File: src/rtl/seg7_pkg.sv
// Shared types and constants for the seven-segment scan controller.
// Register map offsets, control-bit positions and the scan state encoding.
package seg7_pkg;

    typedef enum logic [1:0] {
        OFF   = 2'd0,
        BLANK = 2'd1,
        SHOW  = 2'd2
    } state_e;

    localparam logic [7:0] REG_DIG01 = 8'd0;
    localparam logic [7:0] REG_DIG23 = 8'd1;
    localparam logic [7:0] REG_CTRL  = 8'd2;

    localparam int ENABLE_BIT = 4;
    localparam int DOT_LSB    = 0;

    // Pick nibble idx out of four packed digits.
    function automatic logic [3:0] nib_sel(input logic [15:0] v, input logic [1:0] idx);
        return v[idx*4 +: 4];
    endfunction

endpackage

File: src/rtl/seg7_bus_regs.sv
// Bus-facing shadow registers for the display: address decode, writes,
// and a registered read response one cycle after the read strobe.
module seg7_bus_regs
    import seg7_pkg::*;
#(
    parameter logic [7:0] BASE_ADDR = 8'hD0
) (
    input  logic        clk_sys,
    input  logic        rst_n,
    input  logic [7:0]  addr_i,
    input  logic [7:0]  wdata_i,
    input  logic        we_i,
    input  logic        re_i,
    output logic [7:0]  rdata_o,
    output logic        rvalid_o,
    output logic [15:0] digits_o,
    output logic [3:0]  dots_o,
    output logic        enable_o
);

    logic [7:0] off;
    logic       hit;
    logic [7:0] rd_mux;

    logic [7:0] dig01_q;
    logic [7:0] dig23_q;
    logic [4:0] ctrl_q;
    logic [7:0] rdata_q;
    logic       rvalid_q;

    // Subtraction wraps, so addresses below the base never alias a register.
    assign off = addr_i - BASE_ADDR;
    assign hit = (off <= REG_CTRL);

    always_comb begin
        rd_mux = 8'h00;
        case (off)
            REG_DIG01: rd_mux = dig01_q;
            REG_DIG23: rd_mux = dig23_q;
            REG_CTRL:  rd_mux = {3'b000, ctrl_q};
            default:   rd_mux = 8'h00;
        endcase
    end

    always_ff @(posedge clk_sys) begin
        if (!rst_n) begin
            dig01_q  <= 8'h00;
            dig23_q  <= 8'h00;
            ctrl_q   <= 5'h00;
            rdata_q  <= 8'h00;
            rvalid_q <= 1'b0;
        end else begin
            if (we_i && hit) begin
                case (off)
                    REG_DIG01: dig01_q <= wdata_i;
                    REG_DIG23: dig23_q <= wdata_i;
                    REG_CTRL:  ctrl_q  <= wdata_i[ENABLE_BIT:DOT_LSB];
                    default:   ;
                endcase
            end
            rvalid_q <= re_i && hit;
            rdata_q  <= (re_i && hit) ? rd_mux : 8'h00;
        end
    end

    assign rdata_o  = rdata_q;
    assign rvalid_o = rvalid_q;
    assign digits_o = {dig23_q, dig01_q};
    assign dots_o   = ctrl_q[DOT_LSB +: 4];
    assign enable_o = ctrl_q[ENABLE_BIT];

endmodule

File: src/rtl/seg7_scan_ctrl.sv
// Four-digit seven-segment scanner: commits shadow values at frame boundaries
// and time-multiplexes them onto the decoder with a blank lead-in per slot.
module seg7_scan_ctrl
    import seg7_pkg::*;
#(
    parameter logic [7:0] BASE_ADDR = 8'hD0,
    parameter int         SCAN_DIV  = 100000,
    parameter int         BLANK_CYC = 16,
    parameter int         CNT_W     = 17
) (
    input  logic       clk_sys,
    input  logic       rst_n,
    input  logic [7:0] bus_addr,
    input  logic [7:0] bus_wdata,
    input  logic       bus_we,
    input  logic       bus_re,
    output logic [7:0] bus_rdata,
    output logic       bus_rvalid,
    output logic [1:0] seg_select_out,
    output logic [3:0] bin_out,
    output logic       dot_out,
    output logic       blank_out,
    output logic       frame_tick
);

    localparam logic [CNT_W-1:0] CNT_LAST   = CNT_W'(SCAN_DIV - 1);
    localparam logic [CNT_W-1:0] BLANK_LAST = CNT_W'(BLANK_CYC - 1);

    logic [15:0] sh_digits;
    logic [3:0]  sh_dots;
    logic        sh_enable;

    state_e           state_q, state_d;
    logic [CNT_W-1:0] cnt_q, cnt_d;
    logic [1:0]       dig_q, dig_d;
    logic             commit;

    logic [15:0] act_dig_q;
    logic [3:0]  act_dot_q;
    logic [1:0]  sel_q;
    logic [3:0]  bin_q;
    logic        dot_q;
    logic        blank_q;
    logic        tick_q;

    seg7_bus_regs #(
        .BASE_ADDR (BASE_ADDR)
    ) u_regs (
        .clk_sys  (clk_sys),
        .rst_n    (rst_n),
        .addr_i   (bus_addr),
        .wdata_i  (bus_wdata),
        .we_i     (bus_we),
        .re_i     (bus_re),
        .rdata_o  (bus_rdata),
        .rvalid_o (bus_rvalid),
        .digits_o (sh_digits),
        .dots_o   (sh_dots),
        .enable_o (sh_enable)
    );

    always_comb begin
        state_d = state_q;
        cnt_d   = cnt_q;
        dig_d   = dig_q;
        commit  = 1'b0;
        // Dropping enable wins over every scan transition.
        if (!sh_enable) begin
            state_d = OFF;
            cnt_d   = '0;
            dig_d   = 2'd0;
        end else begin
            case (state_q)
                OFF: begin
                    state_d = BLANK;
                    cnt_d   = '0;
                    dig_d   = 2'd0;
                    commit  = 1'b1;
                end
                BLANK: begin
                    cnt_d = cnt_q + 1'b1;
                    if (cnt_q == BLANK_LAST) state_d = SHOW;
                end
                SHOW: begin
                    if (cnt_q == CNT_LAST) begin
                        cnt_d   = '0;
                        dig_d   = dig_q + 2'd1;
                        state_d = BLANK;
                        commit  = (dig_q == 2'd3);
                    end else begin
                        cnt_d = cnt_q + 1'b1;
                    end
                end
                default: begin
                    state_d = OFF;
                    cnt_d   = '0;
                    dig_d   = 2'd0;
                end
            endcase
        end
    end

    always_ff @(posedge clk_sys) begin
        if (!rst_n) begin
            state_q   <= OFF;
            cnt_q     <= '0;
            dig_q     <= 2'd0;
            act_dig_q <= 16'h0000;
            act_dot_q <= 4'h0;
            sel_q     <= 2'd0;
            bin_q     <= 4'h0;
            dot_q     <= 1'b0;
            blank_q   <= 1'b1;
            tick_q    <= 1'b0;
        end else begin
            state_q <= state_d;
            cnt_q   <= cnt_d;
            dig_q   <= dig_d;
            if (commit) begin
                act_dig_q <= sh_digits;
                act_dot_q <= sh_dots;
            end
            tick_q  <= commit;
            sel_q   <= dig_q;
            bin_q   <= nib_sel(act_dig_q, dig_q);
            dot_q   <= act_dot_q[dig_q];
            blank_q <= (state_q != SHOW);
        end
    end

    assign seg_select_out = sel_q;
    assign bin_out        = bin_q;
    assign dot_out        = dot_q;
    assign blank_out      = blank_q;
    assign frame_tick     = tick_q;

endmodule

File: config.mk
export PLATFORM = sky130hd
export DESIGN_NAME = seg7_scan_ctrl
export DESIGN_NICKNAME = d
export VERILOG_FILES = /design/src/rtl/seg7_pkg.sv /design/src/rtl/seg7_bus_regs.sv /design/src/rtl/seg7_scan_ctrl.sv
export SDC_FILE = /design/constraint.sdc
export NUM_CORES = 1
export LEC_CHECK = 0
export BUFFER_PORTS_ARGS = -buffer_cell sky130_fd_sc_hd__buf_2
export CORE_ASPECT_RATIO = 1.1
export CORE_MARGIN = 4
export CORE_UTILIZATION = 60
export DETAILED_ROUTE_END_ITERATION = 12
export GPL_TIMING_DRIVEN = 0
export PLACE_DENSITY = 0.81
export SLEW_MARGIN = 10
export SYNTH_ARGS = -nofsm -noshare
export SYNTH_HDL_FRONTEND = slang
export SYNTH_SLANG_ARGS = --single-unit
File: constraint.sdc
create_clock -name clk_sys -period 4 [get_ports clk_sys]
set_input_delay 0.4 -clock clk_sys [delete_from_list [all_inputs] [get_ports clk_sys]]
set_output_delay 0.4 -clock clk_sys [all_outputs]
set_load 0.03 [all_outputs]
==> metrics <==
status completed; CTS Hold Bufs 0; total of max-cap violations 0; largest net degree at the start of global routing 13; layout cells sized above 1 20.05%; Critical Path AT 2270 ps; WL/cell 15.63 um; Hold Violations, Final 0; hold_sp bus_wdata[7]; commonest non-fill, non-tap cell in the layout dfxtp_1; CTS sink count 80; CP Data Required Time 4280 ps; ys async rst share 0%; max-slew violation count 0; total CTS buffers 9; initial antenna violation count 0; yosys synthesis warning count 0; P&R area growth vs syn 14.10%; sequential area share after synthesis 45.68%; Port Buffers 36; synthesized flop and latch total 80; insertion delay to the later sink of the worst-skew pair 340 ps; Tcrit/Tclk final 49.63%; Setup Skew 6.451 ps; Tot GR Track Use 22.19%; Worst Tran Pin Value 627.3 ps; DRT antenna net count 0; final setup margin 2015 ps; die height 88.17 um; vias per cell 5.446; Post-Syn Nets 369; most frequent cells in the layout dfxtp_1 (80), nand2_1 (54), mux2i_1 (51); nets 416; Worst VDD drop 286.6 uV; critical path fanouts, max 10; Gate Count Post-Synth 343; aggregate routed wire length 7332 um; Hold WC Path Type primary input to flop; Remaining Overflow, GRT 0; Detailed Place HPWL 5241 um; Pre-antenna DRT Iters 4; r2r startpoint cnt_q[0]$_SDFF_PN0_; WHS 334.8 ps; Crit Path Category flop to flop; TritonCTS clock tree yes; core area 0.005535 sq mm; crit start category flop; unrepaired setup endpoints after global routing no; H-tree levels 3; Max Freq 503.7 MHz; Clock Path Buffers 2; clock tree root buffer cell clkbuf_8; Final Power 1.493 mW; EDFF count, synth 0; die width 80.88 um; syn avg cell area 10.22 sq um; beginning of the critical path cnt_q[0]$_SDFF_PN0_; Synth Cell Area 0.003506 sq mm; Unique masters post-synth 38; Clock transition at path regs 80 ps; final count of negative-setup-slack endpoints 0; first-pass GRT wire length 11,870 um; RePlAce Congestion 0.8064; Ant. Diodes 0; cts repair resizes 0; drt initial violations 94; row cnt 28; final setup TNS 0 ps; PwrDens 373.3 mW/mm^2; via count 2,554; die area 0.007131 sq mm; fin crit period 1985 ps; IO Count 38; dpl ws 2024 ps; Setup Buffers After CTS 0; Initial Util 63.34%; Slew headroom 58.18%; Critical Path End Type flop; DRC 0; ys flop type dfxtp_1; Pleak 1.529 nW; vias in the first global route 2,577
==> state kept, by name, summed over array words and instances (netlist names), 4 cells and up <==
signal and cells:
act_dot_q 4, bin_out 4, act_dig_q 16, u_regs.ctrl_q 5, u_regs.dig01_q 8, u_regs.rdata_o 8
u_regs.dig23_q 8, cnt_q 17
==> cell families (layout without fill, tap and decap cells) <==
kind of cell	after synthesis	count (layout)	share of synthesized area [%]
compound gates	11	11	2.284
xor+xnor	15	15	3.747
fa+ha+maj	6	6	2.141
buf+inv	21	72	4.104
flops	80	80	45.68
mux	56	56	17.77
simple gates	154	154	24.27
==> synthesized netlist by cell type (2+ instances only) <==
master    count  share of area, %
inv_1         4              0.43
nor4_1        2              0.36
buf_6         2              0.64
xnor2_1       5               1.2
dfxtp_1      80                46
and3_1        2              0.36
nand3_1       6              0.86
xor2_1       10               2.5
clkbuf_1     10               1.1
nor2_4        8               2.6
nor2_1       25               2.7
ha_1          6               2.1
nand4_1       4              0.71
a21oi_1       6              0.86
nor2b_1      23               4.1
nor2_2        2              0.36
nand2_1      54               5.8
mux2i_1      51                15
mux4_2        5               3.2
nand4b_1      2              0.50
buf_12        3               1.7
and2_1        8               1.4
nor3_1       10               1.4
==> where the power goes <==
group	internal (mW)	switching, mW
registers	0.796	0.000252
clock network	0.382	0.277
logic	0.0148	0.0231
total	1.19	0.301
==> routing by layer <==
metal / vias to the layer above / GRT usage, % / wire length [um] / part of all wire (%)
li1: 1250 / - / - / -
met1: 1234 / 25.69 / 3027 / 41
met2: 56 / 38.69 / 3849 / 52
met3: 14 / 4.527 / 284 / 3.9
met4: 0 / 11.06 / 171 / 2.3
met5: - / 0 / 0 / 0
==> metrics by stage <==
step | util, % | instance area, sq um | cells
6_report | 72.26 | 4000 | 469
5_1_grt | 72.26 | 4000 | 469
4_1_cts | 72.26 | 4000 | 469
3_5_place_dp | 68.29 | 3780 | 454
3_3_place_gp | 68.29 | 3780 | 454
2_1_floorplan | - | 3506 | 343
==> critical path: stages, from the launching register on <==
cell and delay [ps]:
dfxtp_1 340, ha_1 240, and4_4 200, buf_6 130, nand4_4 110, a21oi_4 90, or3b_1 410, buf_6 150
buf_12 150, nor2_4 90
==> worst paths after layout <==
path	endpoint	slack, ps	depth (start not counted)
setup / recovery	cnt_q[12]$_SDFF_PN0_	2010	9
hold / removal	u_regs.dig01_q[7]$_SDFFE_PN0P_	330	3
setup reg to reg	cnt_q[12]$_SDFF_PN0_	2010	9
hold reg to reg	act_dig_q[14]$_SDFFE_PN0P_	460	2
==> cell type report <==
| cell class | count | area [sq um] |
|---|---|---|
| buffer | 17 | 128.9 |
| fill | 420 | 1535 |
| tap | 75 | 93.84 |
| inverter | 4 | 15.01 |
| clock buffer | 12 | 155.1 |
| multi-input combinational | 242 | 1760 |
| sequential | 80 | 1602 |
| timing repair buffer | 36 | 180.2 |
| clock inverter | 3 | 65.06 |
Power figures use the tool's default switching activity.
